--- config.mk ---
export PLATFORM = sky130hd
export DESIGN_NAME = alu_cmd_driver
export DESIGN_NICKNAME = d
export VERILOG_FILES = /design/src/rtl/alu_cmd_driver_pkg.sv /design/src/rtl/alu_cmd_driver.sv
export SDC_FILE = /design/constraint.sdc
export NUM_CORES = 1
export LEC_CHECK = 0
export CAP_MARGIN = 20
export CORE_MARGIN = 5
export CORE_UTILIZATION = 42
export DETAILED_ROUTE_END_ITERATION = 7
export PLACE_DENSITY = 0.76
export SLEW_MARGIN = 15
export SYNTH_ARGS = -nofsm -noshare
export SYNTH_HDL_FRONTEND = slang
export SYNTH_SLANG_ARGS = --single-unit
--- constraint.sdc ---
create_clock -name clk -period 1.8 [get_ports clk]
set_input_delay 0.45 -clock clk [delete_from_list [all_inputs] [get_ports clk]]
set_output_delay 0.45 -clock clk [all_outputs]
set_load 0.02 [all_outputs]
--- src/rtl/alu_cmd_driver_pkg.sv ---
// Shared definitions for the mini-ALU pin interface: opcodes, driver state
// encoding, bus bit positions and small pack/check helpers.
package alu_cmd_driver_pkg;

    localparam int ALU_W = 6;

    // ALU control codes as seen on {ui_in[7:6], uio_in[7:6]}
    localparam logic [3:0] OP_AND = 4'd0;
    localparam logic [3:0] OP_OR  = 4'd1;
    localparam logic [3:0] OP_ADD = 4'd2;
    localparam logic [3:0] OP_SLL = 4'd3;
    localparam logic [3:0] OP_XOR = 4'd4;
    localparam logic [3:0] OP_SRL = 4'd5;
    localparam logic [3:0] OP_SUB = 4'd6;
    localparam logic [3:0] OP_SRA = 4'd7;
    localparam logic [3:0] OP_SLT = 4'd8;

    // Driver FSM encoding
    localparam logic [1:0] ST_IDLE  = 2'd0;
    localparam logic [1:0] ST_DRIVE = 2'd1;
    localparam logic [1:0] ST_RESP  = 2'd2;

    // Result bus layout: {zero, carry, data[5:0]}
    localparam int UO_ZERO_BIT  = 7;
    localparam int UO_CARRY_BIT = 6;

    // Opcodes above SLT have no ALU meaning and are never put on the pins
    function automatic logic op_is_legal(input logic [3:0] op);
        return (op <= OP_SLT);
    endfunction

    // ui_in carries the upper opcode bits above operand A
    function automatic logic [7:0] pack_ui(input logic [3:0] op, input logic [ALU_W-1:0] a);
        return {op[3:2], a};
    endfunction

    // uio_in carries the lower opcode bits above operand B
    function automatic logic [7:0] pack_uio(input logic [3:0] op, input logic [ALU_W-1:0] b);
        return {op[1:0], b};
    endfunction

    // A healthy ALU raises zero exactly when the data field is all zeros
    function automatic logic zero_mismatch(input logic [7:0] uo);
        return (uo[UO_ZERO_BIT] != (uo[ALU_W-1:0] == {ALU_W{1'b0}}));
    endfunction

endpackage

--- src/rtl/alu_cmd_driver.sv ---
// Initiator for the 6-bit mini-ALU: takes one command at a time over
// valid/ready, drives it onto the registered ALU input pins for a settle
// window, samples the result bus and returns it over valid/ready.
module alu_cmd_driver
    import alu_cmd_driver_pkg::*;
#(
    parameter int WIDTH         = 6,
    parameter int SETTLE_CYCLES = 2
) (
    input  logic             clk,
    input  logic             rst_n,
    input  logic             cmd_valid,
    output logic             cmd_ready,
    input  logic [3:0]       cmd_op,
    input  logic [WIDTH-1:0] cmd_a,
    input  logic [WIDTH-1:0] cmd_b,
    output logic [7:0]       alu_ui,
    output logic [7:0]       alu_uio,
    input  logic [7:0]       alu_res,
    output logic             rsp_valid,
    input  logic             rsp_ready,
    output logic [WIDTH-1:0] rsp_data,
    output logic             rsp_carry,
    output logic             rsp_zero,
    output logic             rsp_err,
    output logic [15:0]      op_count
);

    // Counter reload: the capture happens on the edge where the counter is 0
    localparam logic [3:0] SETTLE_LOAD = 4'(SETTLE_CYCLES - 1);

    logic [1:0]       r_state;
    logic [3:0]       r_cnt;
    logic             r_illegal;
    logic             r_cmd_ready;
    logic [7:0]       r_ui;
    logic [7:0]       r_uio;
    logic             r_rsp_valid;
    logic [WIDTH-1:0] r_rsp_data;
    logic             r_rsp_carry;
    logic             r_rsp_zero;
    logic             r_rsp_err;
    logic [15:0]      r_op_count;

    logic             w_accept;
    logic [1:0]       w_next_state;

    // Next-state decode; an accepted command always passes through DRIVE so
    // even an illegal opcode answers one cycle after acceptance
    always_comb begin
        w_accept     = (r_state == ST_IDLE) && r_cmd_ready && cmd_valid;
        w_next_state = r_state;
        case (r_state)
            ST_IDLE: begin
                if (w_accept) begin
                    w_next_state = ST_DRIVE;
                end else begin
                    w_next_state = ST_IDLE;
                end
            end
            ST_DRIVE: begin
                if (r_cnt == 4'd0) begin
                    w_next_state = ST_RESP;
                end else begin
                    w_next_state = ST_DRIVE;
                end
            end
            ST_RESP: begin
                if (rsp_ready) begin
                    w_next_state = ST_IDLE;
                end else begin
                    w_next_state = ST_RESP;
                end
            end
            default: begin
                w_next_state = ST_IDLE;
            end
        endcase
    end

    // State, pin drive, response capture and completion counting
    always_ff @(posedge clk or negedge rst_n) begin
        if (!rst_n) begin
            r_state     <= ST_IDLE;
            r_cnt       <= 4'd0;
            r_illegal   <= 1'b0;
            r_cmd_ready <= 1'b0;
            r_ui        <= 8'd0;
            r_uio       <= 8'd0;
            r_rsp_valid <= 1'b0;
            r_rsp_data  <= {WIDTH{1'b0}};
            r_rsp_carry <= 1'b0;
            r_rsp_zero  <= 1'b0;
            r_rsp_err   <= 1'b0;
            r_op_count  <= 16'd0;
        end else begin
            r_state     <= w_next_state;
            r_cmd_ready <= (w_next_state == ST_IDLE);
            case (r_state)
                ST_IDLE: begin
                    if (w_accept && op_is_legal(cmd_op)) begin
                        r_illegal <= 1'b0;
                        r_ui      <= pack_ui(cmd_op, cmd_a);
                        r_uio     <= pack_uio(cmd_op, cmd_b);
                        r_cnt     <= SETTLE_LOAD;
                    end else begin
                        // Illegal opcodes never reach the pins
                        r_illegal <= w_accept;
                        r_ui      <= 8'd0;
                        r_uio     <= 8'd0;
                        r_cnt     <= 4'd0;
                    end
                end
                ST_DRIVE: begin
                    if (r_cnt == 4'd0) begin
                        r_ui        <= 8'd0;
                        r_uio       <= 8'd0;
                        r_rsp_valid <= 1'b1;
                        if (r_illegal) begin
                            r_rsp_data  <= {WIDTH{1'b0}};
                            r_rsp_carry <= 1'b0;
                            r_rsp_zero  <= 1'b0;
                            r_rsp_err   <= 1'b1;
                        end else begin
                            r_rsp_data  <= alu_res[WIDTH-1:0];
                            r_rsp_carry <= alu_res[UO_CARRY_BIT];
                            r_rsp_zero  <= alu_res[UO_ZERO_BIT];
                            r_rsp_err   <= zero_mismatch(alu_res);
                        end
                    end else begin
                        r_cnt <= r_cnt - 4'd1;
                    end
                end
                ST_RESP: begin
                    if (rsp_ready) begin
                        r_rsp_valid <= 1'b0;
                        if (r_op_count != 16'hFFFF) begin
                            r_op_count <= r_op_count + 16'd1;
                        end
                    end
                end
                default: begin
                    r_ui        <= 8'd0;
                    r_uio       <= 8'd0;
                    r_rsp_valid <= 1'b0;
                end
            endcase
        end
    end

    assign cmd_ready = r_cmd_ready;
    assign alu_ui    = r_ui;
    assign alu_uio   = r_uio;
    assign rsp_valid = r_rsp_valid;
    assign rsp_data  = r_rsp_data;
    assign rsp_carry = r_rsp_carry;
    assign rsp_zero  = r_rsp_zero;
    assign rsp_err   = r_rsp_err;
    assign op_count  = r_op_count;

endmodule
==> results of run 1 <==
path summary, 6_finish.rpt:
kind	end	slack, ps	depth (start not counted)
worst max-delay path	op_count[1]	30	5
worst min-delay path	op_count[6]	120	2
worst max register to register	op_count[1]	30	5
worst min register to register	op_count[15]	510	1
max in group asynchronous	op_count[15]	1450	2
min in group clk	op_count[15]	510	1
worst register-to-register path: cells and delay by family, from the launching register on:
kind	cells	cell delay (ps)
mux	1	310
flops	1	360
simple gates	3	810
fa+ha+maj	1	170
repair_timing:
item,in CTS,in global routing
endpoints found under the setup margin,14,31
gates cloned,0,1
resized for setup,14,7
metal layers:
metal  part of all wire [%]  vias up  track usage (%)
li1                       -      869                -
met1                     43      852            17.86
met2                     49       54            25.29
met3                    6.9        8            5.347
met4                    1.3        0            3.715
met5                      0        -                0
per-stage QoR:
step | cells | instance area [sq um] | power (mW) | setup WS [ps]
2_1_floorplan | 192 | 2262 | 2.645 | 15.04
3_3_place_gp | 342 | 3169 | 3.456 | -146.3
3_5_place_dp | 342 | 3169 | 3.497 | -208.8
4_1_cts | 350 | 3242 | 4.126 | 7.693
5_1_grt | 351 | 3268 | 4.430 | -71.60
6_report | 351 | 3268 | 4.130 | 31.47
cell families (layout without fill, tap and decap cells):
| family | Yosys count | after routing | synth area share [%] |
|---|---|---|---|
| AO/OA/AOI/OAI | 40 | 40 | 12.67 |
| XOR/XNOR | 15 | 15 | 5.808 |
| adder cells (fa/ha/maj) | 3 | 3 | 1.659 |
| buffers and inverters | 18 | 106 | 3.650 |
| flip-flops | 50 | 50 | 55.31 |
| multiplexers | 4 | 5 | 2.157 |
| AND/OR/NAND/NOR | 62 | 62 | 18.75 |
layout make-up:
type                       instances  area share [%]
timing repair buffer              87           26.11
multi-input combinational        125           28.91
tap                               70           2.680
sequential                        50           38.28
inverter                          11           1.263
clock inverter                     3          0.6508
clock buffer                       5           2.106
power by group:
group          internal [mW]  switching (mW)  total [mW]
Combinational          0.925           0.972        1.90
Clock                  0.273           0.366       0.640
Sequential              1.40           0.193        1.59
state kept, by name (all words and copies together) (netlist names):
| signal | cells |
|---|---|
| rsp_zero | 1 |
| rsp_data | 6 |
| rsp_valid | 1 |
| r_illegal | 1 |
| cmd_ready | 1 |
| r_cnt | 4 |
| rsp_err | 1 |
| rsp_carry | 1 |
| r_state | 2 |
| alu_uio | 8 |
| op_count | 16 |
| alu_ui | 8 |
cell usage in the layout, fill, tap and decap left out, types with 6 or more instances in the layout:
| cell | instances |
|---|---|
| nor3_1 | 6 |
| inv_1 | 9 |
| xor2_1 | 13 |
| dfrtp_1 | 50 |
| nor2_1 | 8 |
| dlygate4sd2_1 | 14 |
| clkdlybuf4s50_1 | 51 |
| a22o_1 | 17 |
| nand3_1 | 8 |
| buf_4 | 14 |
| nand2_1 | 12 |
| o21ai_0 | 13 |
==> impl_metrics.prom, run 1 <==
# TYPE chip_impl_metric gauge
chip_impl_info{name="outcome",value="finished clean"} 1
chip_impl_metric{name="clk-insertion-delay-late",unit="ps"} 300
chip_impl_metric{name="routed-via-count",unit=""} 1783
chip_impl_metric{name="clkSlewWorstSetupHoldPaths",unit="ps"} 90
chip_impl_metric{name="worst_hold_slack",unit="ps"} 121.2
chip_impl_info{name="critPathCaptureType",value="flip-flop"} 1
chip_impl_metric{name="crit_path_max_fanout",unit=""} 9
chip_impl_metric{name="grt_pass1_vias",unit=""} 1917
chip_impl_metric{name="power_leakage",unit="nW"} 1.646
chip_impl_metric{name="ys_ff_latch",unit=""} 50
chip_impl_metric{name="synth_cell_types",unit=""} 44
chip_impl_metric{name="timing.clock.skew",unit="ps"} 5.662
chip_impl_metric{name="hold_violations",unit=""} 0
chip_impl_metric{name="port-buffer-count",unit=""} 70
chip_impl_info{name="crit_family",value="simple AND/OR/NAND/NOR gates"} 1
chip_impl_metric{name="gp_congestion",unit=""} 0.8001
chip_impl_metric{name="floorplan.initialDensity",unit="%"} 43.73
chip_impl_metric{name="vias_per_cell",unit=""} 5.080
chip_impl_metric{name="grt_pass1_wl",unit="um"} 8714
chip_impl_metric{name="dieHeight",unit="um"} 83.39
chip_impl_info{name="rsz0062_at_grt",value="true"} 1
chip_impl_info{name="top_count_cell_post_synth",value="dfrtp_1"} 1
chip_impl_metric{name="multiInputGateArea",unit="sq um"} 944.7
chip_impl_metric{name="endpoints_failing_setup",unit=""} 0
chip_impl_metric{name="synthesis.nets",unit=""} 223
chip_impl_metric{name="cts_hold_buf",unit=""} 0
chip_impl_metric{name="cp.buffers_inverters",unit=""} 0
chip_impl_metric{name="worst_path_largest_cell_delay",unit="ps"} 480
chip_impl_metric{name="worst_case_headroom_to_the_max_slew_limit",unit="%"} 63.17
chip_impl_metric{name="global_route.usage.total",unit="%"} 14.87
chip_impl_info{name="critical_path.startpoint",value="op_count[0]"} 1
chip_impl_metric{name="finalCritPeriodShare",unit="%"} 98.25
chip_impl_info{name="critPathSlowestCell",value="nor4b_4"} 1
chip_impl_metric{name="cap_violations",unit=""} 0
chip_impl_metric{name="first_iter_violations",unit=""} 75
chip_impl_info{name="timing.hold.worst.class",value="in -> async"} 1
chip_impl_metric{name="dieWidth",unit="um"} 83.39
chip_impl_metric{name="drv_slew",unit=""} 0
chip_impl_metric{name="drt_pre_antenna_iters",unit=""} 4
chip_impl_metric{name="nFillCells",unit=""} 430
chip_impl_info{name="crit_path_start_kind",value="flip-flop"} 1
chip_impl_metric{name="grt_overflow",unit=""} 0
chip_impl_metric{name="cts.repair_timing.setup_buffer_count",unit=""} 0
chip_impl_info{name="cts_tree",value="yes"} 1
chip_impl_metric{name="n_antenna_cell",unit=""} 0
chip_impl_info{name="r2r-start",value="op_count[0]"} 1
chip_impl_metric{name="drc",unit=""} 0
chip_impl_info{name="post_synth_most_frequent_cells",value="dfrtp_1 (50), a22o_1 (17), o21ai_0 (13), xor2_1 (13), nand2_1 (12)"} 1
chip_impl_metric{name="synth_area_per_cell",unit="sq um"} 11.78
chip_impl_metric{name="hpwl",unit="um"} 3800
chip_impl_metric{name="synthArstFlopShare",unit="%"} 100.0
chip_impl_metric{name="cts.sinks",unit=""} 50
chip_impl_metric{name="worstMarginPinSlew",unit="ps"} 550.1
chip_impl_metric{name="number_of_synthesized_flops_with_an_enable_pin",unit=""} 0
chip_impl_metric{name="finalCoreUtilization",unit="%"} 63.18
chip_impl_metric{name="power.ir.vdd_worst",unit="mV"} 0.6877
chip_impl_metric{name="floorplan.rows",unit=""} 26
chip_impl_metric{name="final_nets",unit=""} 311
chip_impl_metric{name="yosysWarnings",unit=""} 0
chip_impl_info{name="synth_top_cell_by_area",value="dfrtp_1"} 1
chip_impl_metric{name="period_minus_slack",unit="ps"} 1769
chip_impl_metric{name="grt_antenna_before_repair",unit=""} 0
chip_impl_metric{name="htree_levels",unit=""} 2
chip_impl_metric{name="synth_sequential_area_ratio",unit="%"} 55.31
chip_impl_metric{name="layout_cells_sized_above_1",unit="%"} 15.66
chip_impl_info{name="crit_path_cell_trace",value="ha_1, and3_2, nor4b_4, nor2_2, mux2_4"} 1
chip_impl_metric{name="area.growth.synth_to_final",unit="%"} 44.47
chip_impl_metric{name="register_area",unit="sq um"} 1251
chip_impl_metric{name="timing.fmax",unit="GHz"} 0.5654
chip_impl_metric{name="route.antenna.remaining_nets",unit=""} 0
chip_impl_info{name="synth.area.top_cells",value="dfrtp_1 (55%), a22o_1 (6.6%), xor2_1 (5.0%), o21ai_0 (2.9%), nor4b_4 (2.1%)"} 1
chip_impl_metric{name="crit_required",unit="ps"} 1990
chip_impl_info{name="worst-setup-path-type",value="reg -> reg"} 1
chip_impl_info{name="postSynth.topFlopCell",value="dfrtp_1"} 1
chip_impl_metric{name="core-area",unit="sq um"} 5172
chip_impl_metric{name="arrival",unit="ps"} 1950
chip_impl_metric{name="netlist_instances",unit=""} 192
chip_impl_metric{name="summed_instance_area_of_the_synthesized_netlist",unit="sq um"} 2262
chip_impl_metric{name="drt-wirelength-per-cell",unit="um"} 14.65
chip_impl_metric{name="top_level_ports",unit=""} 71
chip_impl_metric{name="grt_max_degree",unit=""} 51
chip_impl_metric{name="cts_buffers",unit=""} 5
chip_impl_metric{name="tns",unit="ps"} 0
chip_impl_metric{name="power-per-cell-area",unit="nW/um^2"} 1264
chip_impl_metric{name="yosysTopAreaCellShare",unit="%"} 55.31
chip_impl_metric{name="postRouteWirelength",unit="um"} 5143
chip_impl_metric{name="clockBufferDepth",unit=""} 2
chip_impl_info{name="clock_tree.root_cell",value="clkbuf_8"} 1
chip_impl_metric{name="die_area",unit="sq um"} 6954
No activity file was read; power rests on OpenSTA's default activity.
==> run 2: changes to the inputs <==
TNS_END_PERCENT = 5   (was not set)
==> impl_metrics.prom, run 2 (same netlist as run 1, synthesis figures left out) <==
# TYPE chip_impl_metric gauge
chip_impl_metric{name="timing.clock.skew",unit="ps"} 4.437
chip_impl_metric{name="grt_antenna_before_repair",unit=""} 0
chip_impl_metric{name="n_antenna_cell",unit=""} 0
chip_impl_metric{name="floorplan.initialDensity",unit="%"} 43.73
chip_impl_metric{name="worst_case_headroom_to_the_max_slew_limit",unit="%"} 63.17
chip_impl_metric{name="clk-insertion-delay-late",unit="ps"} 300
chip_impl_metric{name="crit_required",unit="ps"} 1990
chip_impl_metric{name="finalCoreUtilization",unit="%"} 62.97
chip_impl_metric{name="power-per-cell-area",unit="nW/um^2"} 1256
chip_impl_info{name="outcome",value="finished clean"} 1
chip_impl_metric{name="setup.reg_to_reg.worst_slack",unit="ps"} 30
chip_impl_metric{name="clkSlewWorstSetupHoldPaths",unit="ps"} 90
chip_impl_info{name="crit_path_start_kind",value="flip-flop"} 1
chip_impl_metric{name="arrival",unit="ps"} 1960
chip_impl_metric{name="grt_overflow",unit=""} 0
chip_impl_metric{name="global_route.usage.total",unit="%"} 14.87
chip_impl_metric{name="nFillCells",unit=""} 432
chip_impl_metric{name="power_leakage",unit="nW"} 1.642
chip_impl_info{name="cts_tree",value="yes"} 1
chip_impl_metric{name="first_iter_violations",unit=""} 68
chip_impl_metric{name="power.ir.vdd_worst",unit="mV"} 0.6818
chip_impl_info{name="rsz0062_at_grt",value="true"} 1
chip_impl_info{name="endpoint",value="op_count[1]"} 1
chip_impl_info{name="layout.cells.most_common_list",value="clkdlybuf4s50_1 (51), dfrtp_1 (50), a22o_1 (17), dlygate4sd2_1 (14), buf_4 (14)"} 1
chip_impl_metric{name="area.growth.synth_to_final",unit="%"} 43.97
chip_impl_metric{name="floorplan.rows",unit=""} 26
chip_impl_metric{name="hpwl",unit="um"} 3800
chip_impl_info{name="clock_tree.root_cell",value="clkbuf_8"} 1
chip_impl_metric{name="r2r.worst_path.cells",unit=""} 5
chip_impl_metric{name="cts.sinks",unit=""} 50
chip_impl_metric{name="p_total",unit="mW"} 4.090
chip_impl_metric{name="dieWidth",unit="um"} 83.39
chip_impl_metric{name="cts_buffers",unit=""} 5
chip_impl_info{name="r2r-start",value="op_count[0]"} 1
chip_impl_metric{name="endpoints_failing_setup",unit=""} 0
chip_impl_metric{name="timing.fmax",unit="GHz"} 0.5652
chip_impl_metric{name="route.antenna.remaining_nets",unit=""} 0
chip_impl_metric{name="cts.repair_timing.setup_buffer_count",unit=""} 0
chip_impl_metric{name="port-buffer-count",unit=""} 70
chip_impl_metric{name="hold_violations",unit=""} 0
chip_impl_metric{name="final_nets",unit=""} 310
chip_impl_metric{name="die_area",unit="sq um"} 6954
chip_impl_metric{name="crit_path_max_fanout",unit=""} 9
chip_impl_metric{name="grt_pass1_wl",unit="um"} 8714
chip_impl_metric{name="drc",unit=""} 0
chip_impl_metric{name="worstMarginPinSlew",unit="ps"} 550.1
chip_impl_metric{name="dieHeight",unit="um"} 83.39
chip_impl_metric{name="top_level_ports",unit=""} 71
chip_impl_info{name="regToRegEndpoint",value="op_count[1]"} 1
chip_impl_info{name="layout.cells.most_common",value="clkdlybuf4s50_1"} 1
chip_impl_metric{name="final_design_area_no_fill",unit="sq um"} 3257
chip_impl_metric{name="number_of_flip_flops_under_the_largest_register_name",unit=""} 16
chip_impl_metric{name="clockBufferDepth",unit=""} 2
chip_impl_metric{name="cap_violations",unit=""} 0
chip_impl_metric{name="grt_max_degree",unit=""} 51
chip_impl_info{name="critPathCaptureType",value="flip-flop"} 1
chip_impl_metric{name="vias_per_cell",unit=""} 5.074
chip_impl_metric{name="htree_levels",unit=""} 2
chip_impl_metric{name="grt_pass1_vias",unit=""} 1917
chip_impl_metric{name="detailed_place.area",unit="sq um"} 3169
chip_impl_metric{name="drt-wirelength-per-cell",unit="um"} 14.40
chip_impl_info{name="timing.hold.worst.class",value="in -> async"} 1
chip_impl_metric{name="drv_slew",unit=""} 0
chip_impl_metric{name="layout_cells_sized_above_1",unit="%"} 15.36
chip_impl_metric{name="period_minus_slack",unit="ps"} 1769
chip_impl_metric{name="finalCritPeriodShare",unit="%"} 98.29
chip_impl_metric{name="postRouteWirelength",unit="um"} 5040
chip_impl_metric{name="core-area",unit="sq um"} 5172
chip_impl_metric{name="drt_pre_antenna_iters",unit=""} 4
chip_impl_info{name="worst-setup-path-type",value="reg -> reg"} 1
chip_impl_metric{name="routed-via-count",unit=""} 1776
chip_impl_info{name="critical_path.startpoint",value="op_count[0]"} 1
chip_impl_metric{name="gp_congestion",unit=""} 0.8001
[run 2: cell count changes in the layout (fill, tap and decap cells not counted)]
cell | previous run | this run
mux2_2 | 3 | 2
[run 2: how the worst min path moves through the flow]
stage               startpoint  depth (start not counted)          end
global route             rst_n                          2  op_count[6]
detailed placement       rst_n                          2  op_count[6]
CTS                      rst_n                          2    r_illegal
floorplan                rst_n                          0    alu_ui[0]
global placement         rst_n                          2  op_count[4]
finish                   rst_n                          2  op_count[6]
[run 2: stage by stage]
step | hold slack (ps) | worst slack, ps | setup TNS [ps] | cells
finish | 120.5 | 30.84 | 0 | 350
global route | 136.2 | -71.60 | -80.11 | 350
CTS | 134.1 | 7.693 | 0 | 350
detailed placement | 457.5 | -208.8 | -3610 | 342
global placement | 455.7 | -146.3 | -2659 | 342
floorplan | 154.4 | 15.04 | 0 | 192
[run 2: area by class of cell]
type                            count  area, sq um  area share, %
Clock buffer                        5        68.82          2.113
Clock inverter                      3        21.27         0.6531
Inverter                           11        41.29          1.268
Multi-Input combinational cell    124        933.4          28.66
Sequential cell                    50         1251          38.42
Tap cell                           70        87.58          2.689
Timing Repair Buffer               87        853.3          26.20
[run 2: power by group]
part | leakage (nW) | total (mW) | switching [mW] | internal (mW)
combinational | 0.935 | 1.86 | 0.948 | 0.912
clock | 0.0441 | 0.638 | 0.365 | 0.273
sequential | 0.663 | 1.59 | 0.193 | 1.40
[run 2: worst max-delay path: stages (launching register included)]
cell     delay [ps]
dfrtp_1         360
ha_1            170
and3_2          220
nor4b_4         480
nor2_2          110
mux2_4          310
[run 2: repair_timing]
| item | 4_1_cts | 5_1_grt |
|---|---|---|
| endpoints found under the setup margin | 14 | 31 |
| gates cloned | 0 | 0 |
| hold endpoints to repair | 0 | 0 |
| hold buffers | 0 | 0 |
| resized for setup | 14 | 7 |
[run 2: layer usage]
metal / part of all wire (%) / GRT usage (%) / up-vias / wire [um]
met2: 49 / 25.29 / 58 / 2473
li1: - / - / 865 / -
met4: 1.3 / 3.715 / 0 / 65
met3: 7.6 / 5.347 / 8 / 384
met5: 0 / 0 / - / 0
met1: 42 / 17.86 / 845 / 2118
